## config.mk

```make
export PLATFORM = sky130hd
export DESIGN_NAME = line_buffer_3row
export DESIGN_NICKNAME = d
export VERILOG_FILES = /design/src/rtl/line_buffer_3row.sv
export SDC_FILE = /design/constraint.sdc
export NUM_CORES = 1
export LEC_CHECK = 0
export ABC_AREA = 1
export BUFFER_PORTS_ARGS = -buffer_cell sky130_fd_sc_hd__buf_2
export CAP_MARGIN = 20
export CORE_UTILIZATION = 60
export CTS_BUF_LIST = sky130_fd_sc_hd__clkbuf_8
export CTS_CLUSTER_DIAMETER = 100
export CTS_CLUSTER_SIZE = 8
export DETAILED_ROUTE_END_ITERATION = 8
export PLACE_DENSITY_LB_ADDON = 0.25
export SYNTH_ARGS = -nofsm -noshare
export SYNTH_HDL_FRONTEND = slang
export SYNTH_SLANG_ARGS = --single-unit
```

## constraint.sdc

```tcl
create_clock -name clk -period 7.89 [get_ports clk]
set_clock_uncertainty 0.2 [all_clocks]
set_input_delay 0.789 -clock clk [delete_from_list [all_inputs] [get_ports clk]]
set_output_delay 0.789 -clock clk [all_outputs]
set_load 0.1 [all_outputs]
```

## src/rtl/line_buffer_3row.sv

```systemverilog
// Three-row line buffer for raster-order pixel streams: two line memories
// supply the two rows above the current pixel, one column per accepted pixel.
module line_buffer_3row #(
    parameter int DATA_WIDTH = 16,
    parameter int IMG_WIDTH  = 16,
    parameter int IMG_HEIGHT = 16
) (
    input  logic                         clk,
    input  logic                         Rst_linebuf,
    input  logic                         Start,
    input  logic                         in_valid,
    input  logic signed [DATA_WIDTH-1:0] in_pixel,
    output logic                         in_ready,
    output logic signed [DATA_WIDTH-1:0] out_row_n,
    output logic signed [DATA_WIDTH-1:0] out_row_n_1,
    output logic signed [DATA_WIDTH-1:0] out_row_n_2,
    output logic                         Wr_window,
    output logic                         Shift_window,
    output logic                         win_valid,
    output logic                         frame_done
);

    localparam int CW = $clog2(IMG_WIDTH);
    localparam int RW = $clog2(IMG_HEIGHT);
    localparam logic [CW-1:0] COL_LAST = CW'(IMG_WIDTH - 1);
    localparam logic [RW-1:0] ROW_LAST = RW'(IMG_HEIGHT - 1);

    typedef enum logic [1:0] {
        ST_IDLE = 2'd0,
        ST_RUN  = 2'd1,
        ST_DONE = 2'd2
    } state_t;

    state_t                        r_state;
    logic   [CW-1:0]               r_col;
    logic   [RW-1:0]               r_row;
    logic                          r_win_pend;
    logic signed [DATA_WIDTH-1:0]  r_line1 [0:IMG_WIDTH-1];
    logic signed [DATA_WIDTH-1:0]  r_line2 [0:IMG_WIDTH-1];

    logic                          w_accept;
    logic                          w_col_last;
    logic                          w_row_last;
    logic                          w_win_pos;
    logic signed [DATA_WIDTH-1:0]  w_tap1;
    logic signed [DATA_WIDTH-1:0]  w_tap2;

    // Accept qualification, position flags and masked taps from the line memories
    always_comb begin
        w_accept   = (r_state == ST_RUN) && in_valid;
        w_col_last = (r_col == COL_LAST);
        w_row_last = (r_row == ROW_LAST);
        w_win_pos  = (r_col >= CW'(2)) && (r_row >= RW'(2));
        // Rows that do not exist yet read as zero so stale memory never leaks out
        if (r_row == RW'(0)) begin
            w_tap1 = '0;
        end else begin
            w_tap1 = r_line1[r_col];
        end
        if (r_row < RW'(2)) begin
            w_tap2 = '0;
        end else begin
            w_tap2 = r_line2[r_col];
        end
    end

    // Line memories: push the column down one row on every accepted pixel
    always_ff @(posedge clk) begin
        if (w_accept) begin
            r_line2[r_col] <= r_line1[r_col];
            r_line1[r_col] <= in_pixel;
        end
    end

    // Frame control FSM with registered handshake, strobes and column taps
    always_ff @(posedge clk or negedge Rst_linebuf) begin
        if (!Rst_linebuf) begin
            r_state      <= ST_IDLE;
            r_col        <= '0;
            r_row        <= '0;
            r_win_pend   <= 1'b0;
            in_ready     <= 1'b0;
            Wr_window    <= 1'b0;
            Shift_window <= 1'b0;
            win_valid    <= 1'b0;
            frame_done   <= 1'b0;
            out_row_n    <= '0;
            out_row_n_1  <= '0;
            out_row_n_2  <= '0;
        end else begin
            Wr_window    <= w_accept;
            Shift_window <= w_accept;
            r_win_pend   <= w_accept && w_win_pos;
            win_valid    <= r_win_pend;
            frame_done   <= 1'b0;
            case (r_state)
                ST_IDLE: begin
                    if (Start) begin
                        r_state  <= ST_RUN;
                        r_col    <= '0;
                        r_row    <= '0;
                        in_ready <= 1'b1;
                    end else begin
                        in_ready <= 1'b0;
                    end
                end
                ST_RUN: begin
                    if (w_accept) begin
                        out_row_n   <= in_pixel;
                        out_row_n_1 <= w_tap1;
                        out_row_n_2 <= w_tap2;
                        if (w_col_last) begin
                            r_col <= '0;
                            if (w_row_last) begin
                                r_row    <= '0;
                                r_state  <= ST_DONE;
                                in_ready <= 1'b0;
                            end else begin
                                r_row <= r_row + RW'(1);
                            end
                        end else begin
                            r_col <= r_col + CW'(1);
                        end
                    end
                end
                ST_DONE: begin
                    frame_done <= 1'b1;
                    in_ready   <= 1'b0;
                    r_state    <= ST_IDLE;
                end
                default: begin
                    in_ready <= 1'b0;
                    r_state  <= ST_IDLE;
                end
            endcase
        end
    end

endmodule

```

Word level (Yosys, flattened, before mapping)
Memory sizes are Yosys's and may differ from the RTL's.
Cells that the tools add are included.

operators by class
  $add $sub $neg = 2
  order comparisons = 3
  eq/ne operators = 8
  multiplexer cells = 23
  reductions and logical operators = 11

operators by type and width
  cell                                                                                 count
  16-bit 2-to-1 mux                                                                    2
  4-bit 2-to-1 mux                                                                     6
  4-bit one-hot mux with 2 select lines                                                2
  4-bit by 1-bit adder with 4-bit output, second input constant                        2
  4-bit equality test, second input constant                                           2
  4-bit by 2-bit greater-or-equal comparator with 1-bit output, second input constant  2
  2-bit 2-to-1 mux                                                                     4
  2-bit inequality test, second input constant                                         4
  4-bit AND reduction                                                                  2
  1-bit 2-to-1 mux                                                                     7
  3-bit AND reduction                                                                  2
  4-bit zero test                                                                      1
  4-bit by 2-bit < comparator with 1-bit output, second input constant                 1
  2-bit one-hot mux with 2 select lines                                                1
  1-bit logical AND                                                                    3
  2-bit by 1-bit equality test with 1-bit output, second input constant                1
  2-bit equality test, second input constant                                           1
  2-bit zero test                                                                      1
  1-bit one-hot mux with 2 select lines                                                1
  2-bit AND reduction                                                                  1
  2-bit nonzero test                                                                   1

word-level totals
  register bits after elaboration = 63
  memory bits (writable) = 512
  input port bits = 20
  output and inout bits = 53
  word-level logic and storage cells = 60
  memories = 2

memories
  name     depth  width  rd ports  clocked after Yosys merged registers in  write ports  line  RTL
  r_line1  16     16     1         0                                        1            38    logic signed [DATA_WIDTH-1:0] r_line1 [0:IMG_WIDTH-1];
  r_line2  16     16     1         0                                        1            39    logic signed [DATA_WIDTH-1:0] r_line2 [0:IMG_WIDTH-1];

Longest topological paths before layout
Gate-level depths: netlist of the first run.

  word-level depth = 5
  gate-level depth with buffers = 11
  gate-level depth less buffers = 10

Worst setup path after synthesis of the first run
Ideal clock, no wire load.

  path kind = input-to-reg
  start point = in in_valid
  end point = mem r_line1[0][0] (enable)
  library setup time = 421 ps
  arrival = 2676 ps
  data required time = 7269 ps
  path slack = 4593 ps
  stages on the path = 5
  path buffers = 1
  path through = inv_1 > nor2_2 > buf_2 > nand2_1 > nor2_1

between the ends
  word-level cells in the longest chain between the ends = 3

ends and longest elaborated chain
  element                                 line  RTL
  start: declaration                      11    input logic in_valid,
  1-bit logical AND                       50    w_accept = (r_state == ST_RUN) && in_valid;
  1-bit 2-to-1 mux                        69    if (w_accept) begin
  1-bit 2-to-1 mux (implied by the code)  71    r_line1[r_col] <= in_pixel;
  end: declaration                        38

No other way between the ends.

Worst setup path in the final report of the first run
  start point = reg r_col[1]
  end point = mem r_line1[10][13] (enable)

RTL lines
  element                   line  RTL
  start: declaration        35    logic [CW-1:0] r_col;
  start signal: assignment  122   r_col <= r_col + CW'(1);

Straight into the memory's write port.

==> impl_results.html, run 1 <==
<table>
<tr><th>Metric</th><th>Value</th></tr>
<tr><th colspan="2">Yosys</th></tr>
<tr><td>Compound-Gate Fraction of Synth Area</td><td>1.015%</td></tr>
<tr><td>Synthesis Warnings</td><td>0</td></tr>
<tr><td>Ys flop type</td><td>edfxtp_1</td></tr>
<tr><td>Share of synthesized cell area in full adder, half adder and majority cells</td><td>0.3518%</td></tr>
<tr><td>Async set-reset flop share out of synthesis</td><td>10.96%</td></tr>
<tr><td>Xor-xnor portion of the synthesized cell area</td><td>0.03518%</td></tr>
<tr><td>Portion of the post-synthesis area used by sequential elements</td><td>68.08%</td></tr>
<tr><td>Synthesized netlist net count</td><td>2545</td></tr>
<tr><td>Main combinational cell family by area after synthesis</td><td>simple AND/OR/NAND/NOR gates</td></tr>
<tr><td>Multiplexer fraction of the synthesized cell area</td><td>0%</td></tr>
<tr><td>Unique cell type count in the Yosys netlist</td><td>26</td></tr>
<tr><td>Average instance area after synthesis</td><td>9.888 um2</td></tr>
<tr><td>Synthesized netlist cell count</td><td>2518</td></tr>
<tr><td>Post-synthesis sequential element count</td><td>575</td></tr>
<tr><td>Post-synth EDFFs</td><td>512</td></tr>
<tr><td>Cell area after synthesis</td><td>24900 um2</td></tr>
<tr><td>Post-synthesis share of cell area spent on and, or, nand and nor gates</td><td>21.12%</td></tr>
<tr><th colspan="2">Power</th></tr>
<tr><td>Cell-internal power</td><td>5912 uW</td></tr>
<tr><td>Share of power burned in the clock network</td><td>20.5%</td></tr>
<tr><td>Peak supply drop</td><td>0.3239 mV</td></tr>
<tr><td>PwrDens</td><td>373.4 nW/um2</td></tr>
<tr><td>Share of power burned in combinational logic</td><td>37.0%</td></tr>
<tr><td>Leakage</td><td>0.01286 uW</td></tr>
<tr><td>Share of total power in sequential cells</td><td>42.5%</td></tr>
<tr><td>Total net switching power</td><td>4281 uW</td></tr>
<tr><td>Switching share of power</td><td>42.00%</td></tr>
<tr><th colspan="2">Run</th></tr>
<tr><td>Max_cap viols</td><td>0</td></tr>
<tr><th colspan="2">Cells and area</th></tr>
<tr><td>Most common library cell in the layout ignoring fill and taps</td><td>nand2_1</td></tr>
<tr><td>Nets</td><td>2622</td></tr>
<tr><td>Fraction of final layout cells sized beyond drive strength 1</td><td>8.227%</td></tr>
<tr><td>Commonest non-fill, non-tap cells in the layout</td><td>nand2_1 (1023), inv_1 (522), edfxtp_1 (512), nand3_1 (194), clkbuf_8 (82)</td></tr>
<tr><td>Layout area overhead</td><td>9.638%</td></tr>
<tr><td>Core Util, Final</td><td>66.71%</td></tr>
<tr><th colspan="2">Floorplanning</th></tr>
<tr><td>Die width</td><td>205.7 um</td></tr>
<tr><td>Area enclosed by the die boundary</td><td>42320 um2</td></tr>
<tr><td>Vertical die dimension</td><td>205.7 um</td></tr>
<tr><td>Core Footprint</td><td>40920 um2</td></tr>
<tr><td>Rows</td><td>74</td></tr>
<tr><td>Number of I/O pins</td><td>73</td></tr>
<tr><td>Initial core utilization</td><td>60.84%</td></tr>
<tr><th colspan="2">Critical path</th></tr>
<tr><td>Cells traversed along the worst timing path</td><td>buf_4 &gt; ha_1 &gt; nand2_1 &gt; nor2_4 &gt; buf_4</td></tr>
<tr><td>Worst Setup Start Kind</td><td>flop</td></tr>
<tr><td>Cell with the most instances on the worst path</td><td>buf_4</td></tr>
<tr><td>Capture point of the worst reg-to-reg path</td><td>r_line1[10][13]$_DFFE_PP_</td></tr>
<tr><td>Element type at the critical path end</td><td>flop</td></tr>
<tr><td>Register-to-register path setup slack</td><td>3.97 ns</td></tr>
<tr><td>Kind of critical path</td><td>flop to flop</td></tr>
<tr><td>CP Launch Point</td><td>r_col[1]$_DFFE_PN0P_</td></tr>
<tr><td>Worst Reg2Reg Path Length in Cells</td><td>5</td></tr>
<tr><td>Required @ worst endpoint</td><td>7.99 ns</td></tr>
<tr><td>Critical Path AT</td><td>4.02 ns</td></tr>
<tr><td>Worst Path Max Fanout</td><td>80</td></tr>
<tr><td>Critical R2R Launch</td><td>r_col[1]$_DFFE_PN0P_</td></tr>
<tr><td>Crit-path slowest cell</td><td>buf_4</td></tr>
<tr><td>Delay of the slowest cell on the worst path</td><td>0.91 ns</td></tr>
<tr><th colspan="2">Hold path</th></tr>
<tr><td>Path class of the lowest-slack min-delay path</td><td>input pin to asynchronous set/reset pin</td></tr>
<tr><th colspan="2">Route</th></tr>
<tr><td>Final Routed Wirelength</td><td>61000 um</td></tr>
<tr><td>Average vias per placed instance</td><td>5.349</td></tr>
<tr><td>Number of vias after detailed routing</td><td>17100</td></tr>
<tr><td>Count of routing violations after the opening detailed-route iteration</td><td>2074</td></tr>
<tr><td>Wirelength per Cell</td><td>19.09 um</td></tr>
<tr><td>DRC errors left</td><td>0</td></tr>
<tr><td>First-pass DRT Iterations</td><td>6</td></tr>
<tr><td>Antenna violation net count after detailed routing</td><td>0</td></tr>
<tr><th colspan="2">STA</th></tr>
<tr><td>Count of final hold-check violations</td><td>0</td></tr>
<tr><td>Post-route clock period utilization</td><td>49.68%</td></tr>
<tr><td>Actual transition at the worst max-transition pin</td><td>1.090 ns</td></tr>
<tr><td>Fmax</td><td>0.2551 GHz</td></tr>
<tr><td>Final Slew Violations</td><td>0</td></tr>
<tr><td>Unrepaired setup endpoints after global routing</td><td>false</td></tr>
<tr><td>Number of endpoints failing setup at the final stage</td><td>0</td></tr>
<tr><td>Clock period minus final worst setup slack</td><td>3.920 ns</td></tr>
<tr><td>Slew headroom</td><td>27.31%</td></tr>
<tr><td>Smallest hold slack</td><td>0.1155 ns</td></tr>
<tr><td>Final sum of negative setup slack</td><td>0 ns</td></tr>
<tr><th colspan="2">Global routing</th></tr>
<tr><td>Total track usage</td><td>29.64%</td></tr>
<tr><td>First-pass GRT wire length</td><td>93270 um</td></tr>
<tr><td>Initial antenna violation count</td><td>2</td></tr>
<tr><td>Leftover overflow at the end of global routing</td><td>0</td></tr>
<tr><td>Number of global-route vias before repair</td><td>16700</td></tr>
<tr><td>Maximum number of pins on one net before global-route repair</td><td>201</td></tr>
<tr><th colspan="2">Placed design</th></tr>
<tr><td>Weighted congestion reported at the end of routability-driven placement</td><td>0.8473</td></tr>
<tr><td>DPL Wire Length</td><td>34410 um</td></tr>
<tr><td>Port buffer count</td><td>72</td></tr>
<tr><th colspan="2">Clock network</th></tr>
<tr><td>Number of buffers inserted by post-CTS setup repair</td><td>0</td></tr>
<tr><td>Insertion delay of the later-clocked pin in the worst-skew pair</td><td>0.64 ns</td></tr>
<tr><td>Total number of clock tree sinks</td><td>575</td></tr>
<tr><td>Number of gates given a new drive strength after cts</td><td>0</td></tr>
<tr><td>Htree depth</td><td>3</td></tr>
<tr><td>Clock tree from TritonCTS</td><td>built</td></tr>
<tr><td>Root Buffer Master</td><td>clkbuf_8</td></tr>
<tr><td>Quantity of hold-fixing buffers added after cts</td><td>0</td></tr>
<tr><td>Number of buffers inserted during clock tree synthesis</td><td>81</td></tr>
<tr><td>Clock transition time at the flip-flop clock pins of the worst setup and hold paths</td><td>0.07 ns</td></tr>
<tr><td>Worst-case clock buffer depth</td><td>3</td></tr>
<tr><th colspan="2">Status</th></tr>
<tr><td>Status</td><td>finished clean</td></tr>
</table>
==> flip-flops by register name (all words and copies together) (netlist names), 2 cells and up <==
name / count
out_row_n: 16
out_row_n_1: 16
r_line1: 256
out_row_n_2: 16
r_col: 4
r_line2: 256
r_row: 4
r_state: 2
==> stage by stage <==
step / cell area (um2) / total power [uW] / setup slack [ns] / instances
floorplan: 24900 / 6979 / 4.593 / 2518
global placement: 25620 / 7968 / 4.031 / 3033
detailed placement: 25730 / 8087 / 3.930 / 3038
CTS: 27140 / 10150 / 4.025 / 3188
global route: 27290 / 10710 / 3.796 / 3194
finish: 27300 / 10190 / 3.970 / 3196
==> cell usage after synthesis, types with 3 or more instances <==
| cell type | instances | area share, % |
|---|---|---|
| nand2_1 | 1023 | 15 |
| edfxtp_1 | 512 | 62 |
| inv_1 | 460 | 6.9 |
| nand3_1 | 194 | 3.9 |
| nor2_1 | 72 | 1.1 |
| dfrtp_1 | 63 | 6.3 |
| buf_2 | 62 | 1.2 |
| o21ai_1 | 32 | 0.64 |
| buf_4 | 24 | 0.72 |
| nand4_1 | 18 | 0.45 |
| clkbuf_1 | 12 | 0.18 |
| o21ai_0 | 10 | 0.20 |
| ha_1 | 7 | 0.35 |
| inv_2 | 5 | 0.075 |
| buf_6 | 4 | 0.18 |
| nand2_2 | 3 | 0.075 |
| nor2_2 | 3 | 0.075 |
==> per-layer routing <==
metal / vias up / track usage, % / routed length, um
met3: 155 / 5.242 / 5946
met1: 8066 / 40.09 / 24190
li1: 8031 / - / -
met2: 843 / 47.56 / 28860
met4: 0 / 12.43 / 2006
met5: - / 0 / 0
==> cell families after synthesis <==
family          Yosys count
simple gates           1317
fa+ha+maj                 7
buf+inv                 570
xor+xnor                  1
flops                   575
compound gates           48
==> area by class of cell <==
cell class	instances	area (um2)
fillers	3087	13630
diodes	2	5.005
inverters	466	1757
well taps	532	665.6
clock buffers	82	1129
flip-flops and latches	575	16960
repair buffers	98	763.2
clock inverters	68	282.8
multi-input cells	1373	5738
==> how the worst max path moves through the flow <==
stage          cells after the start                          to  slack, ns
2_1_floorplan                      5     r_line1[0][0]$_DFFE_PP_       4.59
3_3_place_gp                       7  out_row_n_2[1]$_DFFE_PN0P_       4.03
3_5_place_dp                       7  out_row_n_2[1]$_DFFE_PN0P_       3.93
4_1_cts                            5   r_line1[10][13]$_DFFE_PP_       4.02
5_1_grt                            7     r_line2[5][9]$_DFFE_PP_       3.80
6_report                           5   r_line1[10][13]$_DFFE_PP_       3.97
==> power groups by stage <==
stage | Combinational [uW] | Clock (uW) | Sequential, uW
after detailed placement | 3700 | 0 | 4390
after global placement | 3590 | 0 | 4380
after floorplan | 2100 | 0 | 4880
after global routing | 4120 | 2230 | 4360
after CTS | 3710 | 2110 | 4330
final | 3780 | 2090 | 4330
==> worst max-delay path: cells and delay by family, from the launching register on <==
| kind | cells | cell delay, ns |
|---|---|---|
| and+or+nand+nor | 2 | 0.95 |
| DFF | 1 | 0.75 |
| buffers and inverters | 2 | 1.32 |
| adders and majority gates | 1 | 0.32 |
(Power assumes the default switching activity.)
==> inputs of run 2 (changes only) <==
- CORE_UTILIZATION: 60 -> 58
- clock period: 7.89 -> 3.39 ns (I/O delays scaled with it)
==> run 2 against run 1 <==
Compared with the run above:
- total power is 140% higher
- die area is 3.4% higher
- critical path depth is 1 higher
- sequential share of layout area is 1.1 points lower
- routed wire length is 3.7% higher
- via count is 1.5% higher
- clock-buffer cell count is 5 higher
- non-clock buffer count is 66 higher
- fmax is 36% higher
- setup slack worse by 3.5 ns
- combinational power is 140% higher
- critical path type unchanged
- largest power group unchanged
- highest routed layer unchanged
==> impl_results.html, run 2 (synthesis gave the netlist of run 1 again) <==
<table>
<tr><th>Metric</th><th>Value</th></tr>
<tr><th colspan="2">Route</th></tr>
<tr><td>Final Routed Wirelength</td><td>63280 um</td></tr>
<tr><td>Average vias per placed instance</td><td>5.314</td></tr>
<tr><td>DRC errors left</td><td>0</td></tr>
<tr><td>Number of vias after detailed routing</td><td>17350</td></tr>
<tr><td>Count of routing violations after the opening detailed-route iteration</td><td>1837</td></tr>
<tr><td>First-pass DRT Iterations</td><td>5</td></tr>
<tr><td>Wirelength per Cell</td><td>19.39 um</td></tr>
<tr><td>Antenna violation net count after detailed routing</td><td>0</td></tr>
<tr><th colspan="2">Global routing</th></tr>
<tr><td>Maximum number of pins on one net before global-route repair</td><td>84</td></tr>
<tr><td>Initial antenna violation count</td><td>0</td></tr>
<tr><td>Total track usage</td><td>29.89%</td></tr>
<tr><td>First-pass GRT wire length</td><td>97360 um</td></tr>
<tr><td>Leftover overflow at the end of global routing</td><td>0</td></tr>
<tr><td>Number of global-route vias before repair</td><td>16840</td></tr>
<tr><th colspan="2">Hold path</th></tr>
<tr><td>Path class of the lowest-slack min-delay path</td><td>flop to flop</td></tr>
<tr><th colspan="2">Floorplanning</th></tr>
<tr><td>Area enclosed by the die boundary</td><td>43760 um2</td></tr>
<tr><td>Initial core utilization</td><td>59.09%</td></tr>
<tr><td>Core Footprint</td><td>42130 um2</td></tr>
<tr><td>Number of I/O pins</td><td>73</td></tr>
<tr><td>Vertical die dimension</td><td>209.2 um</td></tr>
<tr><td>Rows</td><td>75</td></tr>
<tr><td>Die width</td><td>209.2 um</td></tr>
<tr><th colspan="2">Clock network</th></tr>
<tr><td>Worst-case clock buffer depth</td><td>3</td></tr>
<tr><td>Clock transition time at the flip-flop clock pins of the worst setup and hold paths</td><td>0.07 ns</td></tr>
<tr><td>Number of buffers inserted during clock tree synthesis</td><td>81</td></tr>
<tr><td>Root Buffer Master</td><td>clkbuf_8</td></tr>
<tr><td>Clock tree from TritonCTS</td><td>built</td></tr>
<tr><td>Total number of clock tree sinks</td><td>575</td></tr>
<tr><td>Htree depth</td><td>3</td></tr>
<tr><td>Insertion delay of the later-clocked pin in the worst-skew pair</td><td>0.64 ns</td></tr>
<tr><th colspan="2">STA</th></tr>
<tr><td>Number of endpoints failing setup at the final stage</td><td>0</td></tr>
<tr><td>Final sum of negative setup slack</td><td>0 ns</td></tr>
<tr><td>Fmax</td><td>0.3476 GHz</td></tr>
<tr><td>Final Slew Violations</td><td>0</td></tr>
<tr><td>Smallest hold slack</td><td>0.1505 ns</td></tr>
<tr><td>Unrepaired setup endpoints after global routing</td><td>false</td></tr>
<tr><td>Actual transition at the worst max-transition pin</td><td>0.9573 ns</td></tr>
<tr><td>Clock period minus final worst setup slack</td><td>2.876 ns</td></tr>
<tr><td>Post-route clock period utilization</td><td>84.85%</td></tr>
<tr><td>Slew headroom</td><td>36.18%</td></tr>
<tr><td>Count of final hold-check violations</td><td>0</td></tr>
<tr><th colspan="2">Power</th></tr>
<tr><td>PwrDens</td><td>862.6 nW/um2</td></tr>
<tr><td>Leakage</td><td>0.01316 uW</td></tr>
<tr><td>Final Power</td><td>23980 uW</td></tr>
<tr><td>Peak supply drop</td><td>0.5287 mV</td></tr>
<tr><th colspan="2">Critical path</th></tr>
<tr><td>Worst Path Max Fanout</td><td>18</td></tr>
<tr><td>Kind of critical path</td><td>flop to flop</td></tr>
<tr><td>Required @ worst endpoint</td><td>3.69 ns</td></tr>
<tr><td>Worst Setup Start Kind</td><td>flop</td></tr>
<tr><td>Critical Path AT</td><td>3.18 ns</td></tr>
<tr><td>Element type at the critical path end</td><td>flop</td></tr>
<tr><th colspan="2">Cells and area</th></tr>
<tr><td>Fraction of final layout cells sized beyond drive strength 1</td><td>9.725%</td></tr>
<tr><td>Number of cells in the finished layout apart from fillers</td><td>3264</td></tr>
<tr><td>Leading registers by flop count</td><td>r_line1 x256, r_line2 x256</td></tr>
<tr><td>Layout area overhead</td><td>11.63%</td></tr>
<tr><td>Most common library cell in the layout ignoring fill and taps</td><td>nand2_1</td></tr>
<tr><td>Diodes inserted</td><td>0</td></tr>
<tr><td>Commonest non-fill, non-tap cells in the layout</td><td>nand2_1 (1023), inv_1 (519), edfxtp_1 (512), nand3_1 (194), clkbuf_8 (87)</td></tr>
<tr><td>Nets</td><td>2688</td></tr>
<tr><td>Post-layout instance area</td><td>27800 um2</td></tr>
<tr><th colspan="2">Placed design</th></tr>
<tr><td>Weighted congestion reported at the end of routability-driven placement</td><td>0.8518</td></tr>
<tr><td>Port buffer count</td><td>72</td></tr>
<tr><td>Area after detailed placement</td><td>26170 um2</td></tr>
<tr><td># placed instances</td><td>3097</td></tr>
<tr><td>DPL Wire Length</td><td>36120 um</td></tr>
<tr><th colspan="2">Status</th></tr>
<tr><td>Status</td><td>finished clean</td></tr>
<tr><th colspan="2">Run</th></tr>
<tr><td>Max_cap viols</td><td>0</td></tr>
</table>
## run 2: cell count changes in the layout (fill, tap and decap cells not counted), sizes merged
cell / change
diode: -2
inv: -5
clkinvlp: -3
buf: +46
clkbuf: +5
dlygate4sd3: +20
## run 2: per-layer routing
layer,GRT usage (%),wire length [um]
met3,4.509,5532
met2,48.77,30300
met4,10.50,1632
met1,41.23,25810
met5,0,0
## run 2: power breakdown
group          total (uW)  internal [uW]  switching, uW
clock network        4860           2350           2510
logic                9140           2160           6980
registers            9980           9590            388
## run 2: worst paths after layout
path | startpoint | endpoint | slack [ns] | cells past startpoint
max | r_col[2]$_DFFE_PN0P_ | r_state[0]$_DFFE_PN0P_ | 0.51 | 6
min | r_win_pend$_DFF_PN0_ | win_valid$_DFF_PN0_ | 0.15 | 0
max reg2reg | r_col[2]$_DFFE_PN0P_ | r_state[0]$_DFFE_PN0P_ | 0.51 | 6
min reg2reg | r_win_pend$_DFF_PN0_ | win_valid$_DFF_PN0_ | 0.15 | 0
max in group asynchronous | Rst_linebuf | r_col[1]$_DFFE_PN0P_ | 2.07 | 2
min in group asynchronous | Rst_linebuf | out_row_n_1[15]$_DFFE_PN0P_ | 0.22 | 2
## run 2: worst max-delay path: stages, from the launching register on
cell           delay (ns)
dfrtp_1              0.51
nand2_2              0.20
inv_2                0.48
nand2_1              0.34
o31ai_1              0.36
nand2_1              0.08
dlygate4sd3_1        0.57
## run 2: per-stage QoR
step                utilization, %  setup slack, ns
floorplan                        -           0.2328
global placement             62.11           0.5925
detailed placement           62.11           0.5720
CTS                          65.97           0.5637
global route                 65.97           0.2889
finish                       65.97           0.5135
## run 2: final cells by class
| cell class | instances | area (um2) |
|---|---|---|
| flip-flops and latches | 575 | 16960 |
| fillers | 3293 | 14340 |
| multi-input cells | 1373 | 5738 |
| inverters | 466 | 1757 |
| repair buffers | 164 | 1241 |
| clock buffers | 87 | 1197 |
| well taps | 539 | 674.4 |
| clock inverters | 60 | 229.0 |
## run 2: repair_timing
action / CTS / global route
hold buffers: 20 / 0
hold endpoints to repair: 338 / 0
gates resized for setup: 0 / 0
buffers inserted: 0 / 0
